## config.mk

```make
export PLATFORM = sky130hd
export DESIGN_NAME = serial_add_ctrl_flat
export DESIGN_NICKNAME = d
export VERILOG_FILES = /design/src/rtl/serial_add_ctrl_if.sv /design/src/rtl/serial_add_ctrl.sv /design/src/flat_wrapper.sv
export SDC_FILE = /design/constraint.sdc
export NUM_CORES = 1
export LEC_CHECK = 0
export ABC_AREA = 1
export CAP_MARGIN = 25
export CORE_MARGIN = 2
export CORE_UTILIZATION = 55
export CTS_CLUSTER_DIAMETER = 50
export CTS_CLUSTER_SIZE = 28
export DETAILED_ROUTE_END_ITERATION = 7
export GPL_TIMING_DRIVEN = 0
export HOLD_SLACK_MARGIN = 0.08
export PLACE_DENSITY = 0.82
export SETUP_SLACK_MARGIN = 0.15
export SKIP_CTS_REPAIR_TIMING = 1
export SYNTH_ARGS = -nofsm -noshare
export SYNTH_HDL_FRONTEND = slang
export SYNTH_SLANG_ARGS = --single-unit
```

## constraint.sdc

```tcl
create_clock -name clk -period 1.7 [get_ports clk]
set_clock_uncertainty 0.05 [all_clocks]
set_input_delay 0.17 -clock clk [delete_from_list [all_inputs] [get_ports clk]]
set_output_delay 0.17 -clock clk [all_outputs]
set_load 0.01 [all_outputs]
```

## src/rtl/serial_add_ctrl_if.sv

```systemverilog
// Handshake and data bundle for the bit-serial adder: operands and start in, result and status out.
interface serial_add_ctrl_if #(
   parameter int WIDTH = 8
);
   logic             start;
   logic [WIDTH-1:0] A;
   logic [WIDTH-1:0] B;
   logic [WIDTH-1:0] Sum;
   logic             Carry;
   logic             busy;
   logic             done;

   modport master (
      output start, A, B,
      input  Sum, Carry, busy, done
   );

   modport slave (
      input  start, A, B,
      output Sum, Carry, busy, done
   );
endinterface

```

## src/rtl/serial_add_ctrl.sv

```systemverilog
// Bit-serial adder: a single full-adder cell built from two half adders walks the
// operands LSB first, one bit per clock, under a three-state IDLE/RUN/FIN controller.
module ha (
   input  logic A,
   input  logic B,
   output logic Su,
   output logic Ca
);
   assign Su = A ^ B;
   assign Ca = A & B;
endmodule

module serial_add_ctrl #(
   parameter int WIDTH = 8
) (
   input logic           clk,
   input logic           rst,
   serial_add_ctrl_if.slave bus
);
   localparam int CW = ($clog2(WIDTH + 1) < 1) ? 1 : $clog2(WIDTH + 1);
   localparam logic [CW-1:0] CNT_LAST = CW'(WIDTH - 1);
   localparam logic [CW-1:0] CNT_ONE  = CW'(1);

   typedef enum logic [1:0] {
      IDLE = 2'd0,
      RUN  = 2'd1,
      FIN  = 2'd2
   } state_t;

   state_t           state_r;
   logic [WIDTH-1:0] a_sh_r;
   logic [WIDTH-1:0] b_sh_r;
   logic [WIDTH-1:0] ws_r;
   logic [WIDTH-1:0] sum_r;
   logic [CW-1:0]    cnt_r;
   logic             c_r;
   logic             carry_r;
   logic             busy_r;
   logic             done_r;

   logic             ha0_su_s;
   logic             ha0_ca_s;
   logic             fa_sum_s;
   logic             ha1_ca_s;
   logic             fa_carry_s;
   logic [WIDTH-1:0] ws_nxt_s;

   ha u_ha0 (.A(a_sh_r[0]), .B(b_sh_r[0]), .Su(ha0_su_s), .Ca(ha0_ca_s));
   ha u_ha1 (.A(ha0_su_s),  .B(c_r),       .Su(fa_sum_s), .Ca(ha1_ca_s));

   assign fa_carry_s = ha0_ca_s | ha1_ca_s;

   // Working sum with the current result bit entering at the MSB.
   always_comb begin
      ws_nxt_s           = ws_r >> 1'b1;
      ws_nxt_s[WIDTH-1]  = fa_sum_s;
   end

   // Controller, datapath shift registers and registered outputs.
   always_ff @(posedge clk or posedge rst) begin
      if (rst) begin
         state_r <= IDLE;
         a_sh_r  <= {WIDTH{1'b0}};
         b_sh_r  <= {WIDTH{1'b0}};
         ws_r    <= {WIDTH{1'b0}};
         sum_r   <= {WIDTH{1'b0}};
         cnt_r   <= {CW{1'b0}};
         c_r     <= 1'b0;
         carry_r <= 1'b0;
         busy_r  <= 1'b0;
         done_r  <= 1'b0;
      end else begin
         case (state_r)
            IDLE: begin
               done_r <= 1'b0;
               if (bus.start) begin
                  a_sh_r  <= bus.A;
                  b_sh_r  <= bus.B;
                  c_r     <= 1'b0;
                  cnt_r   <= {CW{1'b0}};
                  busy_r  <= 1'b1;
                  state_r <= RUN;
               end else begin
                  busy_r  <= 1'b0;
                  state_r <= IDLE;
               end
            end
            RUN: begin
               a_sh_r <= a_sh_r >> 1'b1;
               b_sh_r <= b_sh_r >> 1'b1;
               ws_r   <= ws_nxt_s;
               c_r    <= fa_carry_s;
               cnt_r  <= cnt_r + CNT_ONE;
               if (cnt_r == CNT_LAST) begin
                  sum_r   <= ws_nxt_s;
                  carry_r <= fa_carry_s;
                  busy_r  <= 1'b0;
                  done_r  <= 1'b1;
                  state_r <= FIN;
               end else begin
                  busy_r  <= 1'b1;
                  done_r  <= 1'b0;
                  state_r <= RUN;
               end
            end
            FIN: begin
               done_r  <= 1'b0;
               busy_r  <= 1'b0;
               state_r <= IDLE;
            end
            default: begin
               done_r  <= 1'b0;
               busy_r  <= 1'b0;
               state_r <= IDLE;
            end
         endcase
      end
   end

   assign bus.Sum   = sum_r;
   assign bus.Carry = carry_r;
   assign bus.busy  = busy_r;
   assign bus.done  = done_r;
endmodule

```

## src/flat_wrapper.sv

```systemverilog
// flat-port wrapper written by rule: the top's interface ports become plain ports
module serial_add_ctrl_flat 
#(
   parameter int WIDTH = 8
)
  (clk, rst, bus_start, bus_A, bus_B, bus_Sum, bus_Carry, bus_busy, bus_done);
  serial_add_ctrl_if #(.WIDTH(WIDTH)) bus_i ();
  input logic clk;
  input logic rst;
  input wire logic [$bits(bus_i.start)-1:0] bus_start;
  input wire logic [$bits(bus_i.A)-1:0] bus_A;
  input wire logic [$bits(bus_i.B)-1:0] bus_B;
  output wire logic [$bits(bus_i.Sum)-1:0] bus_Sum;
  output wire logic [$bits(bus_i.Carry)-1:0] bus_Carry;
  output wire logic [$bits(bus_i.busy)-1:0] bus_busy;
  output wire logic [$bits(bus_i.done)-1:0] bus_done;
  assign bus_i.start = bus_start;
  assign bus_i.A = bus_A;
  assign bus_i.B = bus_B;
  assign bus_Sum = bus_i.Sum;
  assign bus_Carry = bus_i.Carry;
  assign bus_busy = bus_i.busy;
  assign bus_done = bus_i.done;
  serial_add_ctrl #(.WIDTH(WIDTH)) u_core (.clk(clk), .rst(rst), .bus(bus_i));
endmodule
```

Yosys cells after proc, flatten, opt, wreduce, memory -nomap -nowiden
Cells that the tools add are included.
{"block": "totals", "out_inout_bits": 11, "elab_cells": 39, "reg_bits": 42, "inputBits": 19}
{"block": "classes", "addsub": 1, "n_bitwise": 5, "mux": 16, "eq_ne": 3, "n_reduce_logical": 4}
{"op": "$pmux W8 S2", "count": 2}
{"op": "$mux W8", "count": 2}
{"op": "$pmux W4 S2", "count": 1}
{"op": "$mux W1", "count": 6}
{"op": "$add A4 B1 Y4 const B", "count": 1}
{"op": "$eq A4 B3 Y1 const B", "count": 1}
{"op": "$mux W4", "count": 1}
{"op": "$pmux W1 S2", "count": 2}
{"op": "$pmux W2 S2", "count": 1}
{"op": "$reduce_and A2 Y1", "count": 2}
{"op": "$and A1 B1 Y1", "count": 2}
{"op": "$eq A2 B1 Y1 const B", "count": 1}
{"op": "$logic_not A2 Y1", "count": 1}
{"op": "$mux W2", "count": 1}
{"op": "$ne A2 B2 Y1 const B", "count": 1}
{"op": "$reduce_bool A2 Y1", "count": 1}
{"op": "$xor A1 B1 Y1", "count": 2}
{"op": "$or A1 B1 Y1", "count": 1}

Longest topological paths before layout
{"block": "logic_depth", "ltp_word": 4, "mapped_depth": 6, "depth_no_buf": 6}

Cells and area by module
A second synthesis with hierarchy kept.
{"block": "hier_totals", "cells_unflattened": 191, "area_unflattened_um2": 1677.9}
{"mod": "serial_add_ctrl", "seq_area_each_um2": 975.9, "instances": 1, "area_per_inst_um2": 1652.8, "cells_per_inst": 189}
{"mod": "ha", "seq_area_each_um2": 0.0, "instances": 2, "area_per_inst_um2": 12.5, "cells_per_inst": 1}

Worst setup path before layout
Ideal clock, no wire load.
{"block": "synth_timing", "path_type": "register to register", "from": "reg u_core.a_sh_r[0]", "to": "reg u_core.ws_r[7]", "path_buffers": 0, "stages_incl_launch_ff": 4, "synth_period_minus_slack_ps": 1165, "required_ps": 1524, "path_slack_ps": 535, "setup_time_ps": 126, "t_arrival_ps": 989, "path_cell_list": "dfrtp_1 > fa_1 > nand2_1 > o21ai_0"}
{"block": "synth_via", "elab_chain_cells": 2}
{"item": "start: declaration", "line_no": "serial_add_ctrl.sv:31", "source": "logic [WIDTH-1:0] a_sh_r;"}
{"item": "start signal: assignment", "line_no": "serial_add_ctrl.sv:63", "source": "a_sh_r <= {WIDTH{1'b0}};"}
{"item": "start signal: assignment", "line_no": "serial_add_ctrl.sv:77", "source": "a_sh_r <= bus.A;"}
{"item": "start signal: assignment", "line_no": "serial_add_ctrl.sv:89", "source": "a_sh_r <= a_sh_r >> 1'b1;"}
{"item": "$xor A1 B1 Y1 (2 in series)", "line_no": "serial_add_ctrl.sv:9", "source": "assign Su = A ^ B;"}
{"item": "via u_core.fa_sum_s", "line_no": "serial_add_ctrl.sv:43", "source": "logic fa_sum_s;"}
{"item": "end signal: assignment", "line_no": "serial_add_ctrl.sv:65", "source": "ws_r <= {WIDTH{1'b0}};"}
{"item": "end signal: assignment", "line_no": "serial_add_ctrl.sv:91", "source": "ws_r <= ws_nxt_s;"}
{"item": "end: declaration", "line_no": "serial_add_ctrl.sv:33", "source": "logic [WIDTH-1:0] ws_r;"}
The timed path passes the listed nets, and every way through them passes these cells.
A chain may end at the register's enable or synchronous reset.

Worst setup path in the final report
{"block": "layout_timing", "from": "reg u_core.carry_r (netlist: u_core.bus.Carry)", "to": "out bus_Carry"}
{"item": "start: declaration", "line_no": "serial_add_ctrl.sv:37", "source": "logic carry_r;"}
{"item": "start signal: assignment", "line_no": "serial_add_ctrl.sv:96", "source": "carry_r <= fa_carry_s;"}
{"item": "end: declaration", "line_no": "flat_wrapper.sv:14", "source": "output wire logic [$bits(bus_i.Carry)-1:0] bus_Carry;"}
No word-level cell between the ends.

==> Flow_metrics.wiki <==
{| class="wikitable"
! Metric !! Value
|-
| Synth Warn # || 0
|-
| Initial Util || ~56%
|-
| Peak ir drop on the vdd network || 0.0009696 V
|-
| Buffering stage count on the worst path with inverters included || 1
|-
| Arrival time of data at the critical path endpoint || approximately 1.3 ns
|-
| Top cells by instance count after synthesis || 84 x sky130_fd_sc_hd__nand2_1, 39 x sky130_fd_sc_hd__dfrtp_1, 37 x sky130_fd_sc_hd__nand3_1
|-
| Fraction of final layout cells sized beyond drive strength 1 || 11.01%
|-
| CTS clk-pin slew, worst paths || ~0.11 ns
|-
| Layout Area Growth over Synthesis || 23.42%
|-
| Number of filler instances in the final layout || between 200 and 250
|-
| Synthesized cell area || 1678 µm²
|-
| Number of clock sinks || 39
|-
| Number of DRC violations after detailed-routing iteration 0 || 81
|-
| CP Cell Sequence || clkdlybuf4s50_1
|-
| Portion of netlist area occupied by mux cells || 0%
|-
| Final weighted congestion in routability-driven placement || roughly 0.83
|-
| Via count of the first global-routing pass || between 1000 and 1500
|-
| DRC violations left || 0
|-
| Drt total wl || 3335 µm
|-
| Nature of the critical path endpoint || output port
|-
| Latest clock arrival within the worst-skew pair || 0.35 ns
|-
| Req. time, crit path || about 1.5 ns
|-
| Largest delay contributor family on the critical path || buffers and inverters
|-
| Die area || 3508 µm²
|-
| Total instance count after detailed placement || 251
|-
| Slowest CP cell || sky130_fd_sc_hd__clkdlybuf4s50_1
|-
| Fin crit period || 1.494 ns
|-
| Leakage power summed over all cells || slightly above 1 nW
|-
| Number of buffers inserted by port buffering || 29
|-
| Result of the run || completed
|-
| RSZ-0062 raised after global routing || false
|-
| Count of maximum capacitance violations || 0
|-
| First-pass iteration count of the detailed router || 4
|-
| Drt wl/cell || roughly 13 µm
|-
| Number of antenna violations at the first check in global routing || 0
|-
| Count of inserted antenna diode cells || 0
|-
| Compound-cell area share of the yosys netlist || 1.641%
|-
| Combinational family with the most area after synthesis || simple AND/OR/NAND/NOR gates
|-
| Largest stage delay, worst path || approximately 0.56 ns
|-
| Most common cell in the synthesized netlist || sky130_fd_sc_hd__nand2_1
|-
| Clock tree root driver cell || sky130_fd_sc_hd__clkbuf_4
|-
| DP Wirelength || 2303 µm
|-
| Core Area || 2978 µm²
|-
| Num rows || 20
|-
| Count of flip-flops with a built-in enable after synthesis || 0
|-
| Largest cells by area after synthesis || sky130_fd_sc_hd__dfrtp_1 58%, sky130_fd_sc_hd__nand2_1 19%, sky130_fd_sc_hd__nand3_1 11%, sky130_fd_sc_hd__buf_2 1.5%, sky130_fd_sc_hd__buf_6 1.3%
|-
| Area share of and/or/nand/nor cells after synthesis || 33.71%
|-
| Critical path start-end classification || reg -> out
|-
| Worst Tran Pin Value || 0.8008 ns
|-
| Clock buffers created by TritonCTS || 5
|-
| Height of the die || between 50 and 60 µm
|-
| Worst slew slack as a fraction of its limit || 46.54%
|-
| Proportion of register bits with asynchronous set or reset after synthesis || 100.0%
|-
| Nets || 247
|-
| Max Slew Vio Count || 0
|-
| Most area-hungry cell type in the Yosys netlist || sky130_fd_sc_hd__dfrtp_1
|-
| Total power || about 3.5 mW
|-
| Gr ovfl total || 0
|-
| Worst setup margin || 0.2060 ns
|-
| Setup violators final || 0
|-
| CTS HTree Levels || 2
|-
| Total power per unit cell area || 1672 nW/µm²
|-
| Global router's overall resource usage || 22.16%
|-
| Die Wd || 59.23 µm
|-
| Multi-input logic area || around 630 µm²
|-
| Cell variety after synth || 19
|-
| CP Launch Type || flop
|-
| Path category of the worst min-delay check || in -> async
|-
| Post-synthesis sequential element count || 39
|-
| Final-report hold violation count || 0
|-
| Top Ports || 30
|-
| Post-Synthesis Net Count || 210
|-
| Detail Route Antenna Nets || 0
|-
| Detailed-route vias per instance || around 5.4
|-
| Area share of xor/xnor cells in the synthesized design || 0%
|-
| Deepest clock path buffer count || 2
|-
| Wire length of the first global-routing pass || 5733 µm
|-
| Most used flip-flop cell after synthesis || sky130_fd_sc_hd__dfrtp_1
|-
| Sequential element share of the synthesized area || 58.17%
|-
| Setup slack after placement || 0.3100 ns
|-
| Maximum number of pins on one net before global-route repair || 40
|-
| Routed vias || 1401
|-
| Storage cell area || 977.2 µm²
|-
| TritonCTS clock tree || built
|-
| Post-synthesis average cell area || 8.878 µm²
|-
| Highest clock rate || 0.6694 GHz
|-
| Synth Instances || 189
|-
| Layout Cells excl Fill || between 200 and 300
|-
| Adder and majority cell fraction of the synthesized area || 1.939%
|-
| Fraction of synthesized cell area taken by the top area cell type || 58.17%
|-
| Tcrit/Tclk final || 87.88%
|-
| Crit path max fanout || 2
|}
## flip-flops by register name, summed over array words and instances, names as in the netlist
signal	cells
u_core.a_sh_r	8
u_core.b_sh_r	8
u_core.bus.Sum	8
u_core.ws_r	7
u_core.cnt_r	4
u_core.bus.Carry	1
u_core.bus.done	1
u_core.c_r	1
u_core.state_r	1
## cells by family after synthesis
kind of cell / count (synthesis)
AO/OA/AOI/OAI: 5
flip-flops: 39
buffers and inverters: 13
AND/OR/NAND/NOR: 130
adder cells (fa/ha/maj): 2
## power by group
part	internal, mW	switching [mW]
clock network	0.161	0.289
registers	1.33	0.276
logic	0.646	0.760
total	2.14	1.32
## area by class of cell
class	count	share of cell area [%]
Clock buffer	7	2.175
Inverter	5	1.027
Clock inverter	1	0.2417
Tap cell	33	1.994
Multi-Input combinational cell	137	30.21
Sequential cell	39	47.19
Timing Repair Buffer	30	14.50
Buffer	8	2.659
## through the flow
step	utilization (%)	hold WS (ns)	instance area (µm²)	TNS (ns)
2_1_floorplan	-	0.2296	1678	0
3_3_place_gp	67.48	0.4057	2009	-7.070
3_5_place_dp	67.48	0.4094	2009	0
4_1_cts	69.16	0.2477	2059	0
5_1_grt	69.54	0.2922	2071	0
6_report	69.54	0.2391	2071	0
## layout by cell type (no fill, tap or decap), types with 3 or more instances in the layout
| master | count |
|---|---|
| sky130_fd_sc_hd__clkbuf_4 | 5 |
| sky130_fd_sc_hd__nand2_1 | 84 |
| sky130_fd_sc_hd__nand3_1 | 37 |
| sky130_fd_sc_hd__dfrtp_1 | 38 |
| sky130_fd_sc_hd__clkdlybuf4s50_1 | 28 |
| sky130_fd_sc_hd__nand2_2 | 3 |
| sky130_fd_sc_hd__buf_2 | 5 |
## final timing paths
path	slack (ns)	endpoint	cells past startpoint	from
max	0.21	bus_Carry	1	u_core.bus.Carry$_DFFE_PP0P_
min reg2reg	0.44	u_core.bus.Sum[6]$_DFFE_PP0P_	2	u_core.ws_r[7]$_DFFE_PP0P_
max reg2reg	0.33	u_core.bus.Sum[7]$_DFFE_PP0P_	6	u_core.cnt_r[0]$_DFFE_PP0P_
min in group clk	0.30	u_core.a_sh_r[7]$_DFFE_PP0P_	3	bus_A[7]
min	0.24	u_core.bus.Sum[3]$_DFFE_PP0P_	2	rst
max in group asynchronous	0.81	u_core.state_r[0]$_DFF_PP0_	2	rst
## layer usage
layer  track usage [%]  wire, µm  part of all wire [%]
met5                 0         0                     0
met2             37.05      1661                    50
met4             9.416        49                   1.5
met1             26.49      1416                    42
met3             6.550       207                   6.2
No activity file was read; power rests on OpenSTA's default activity.
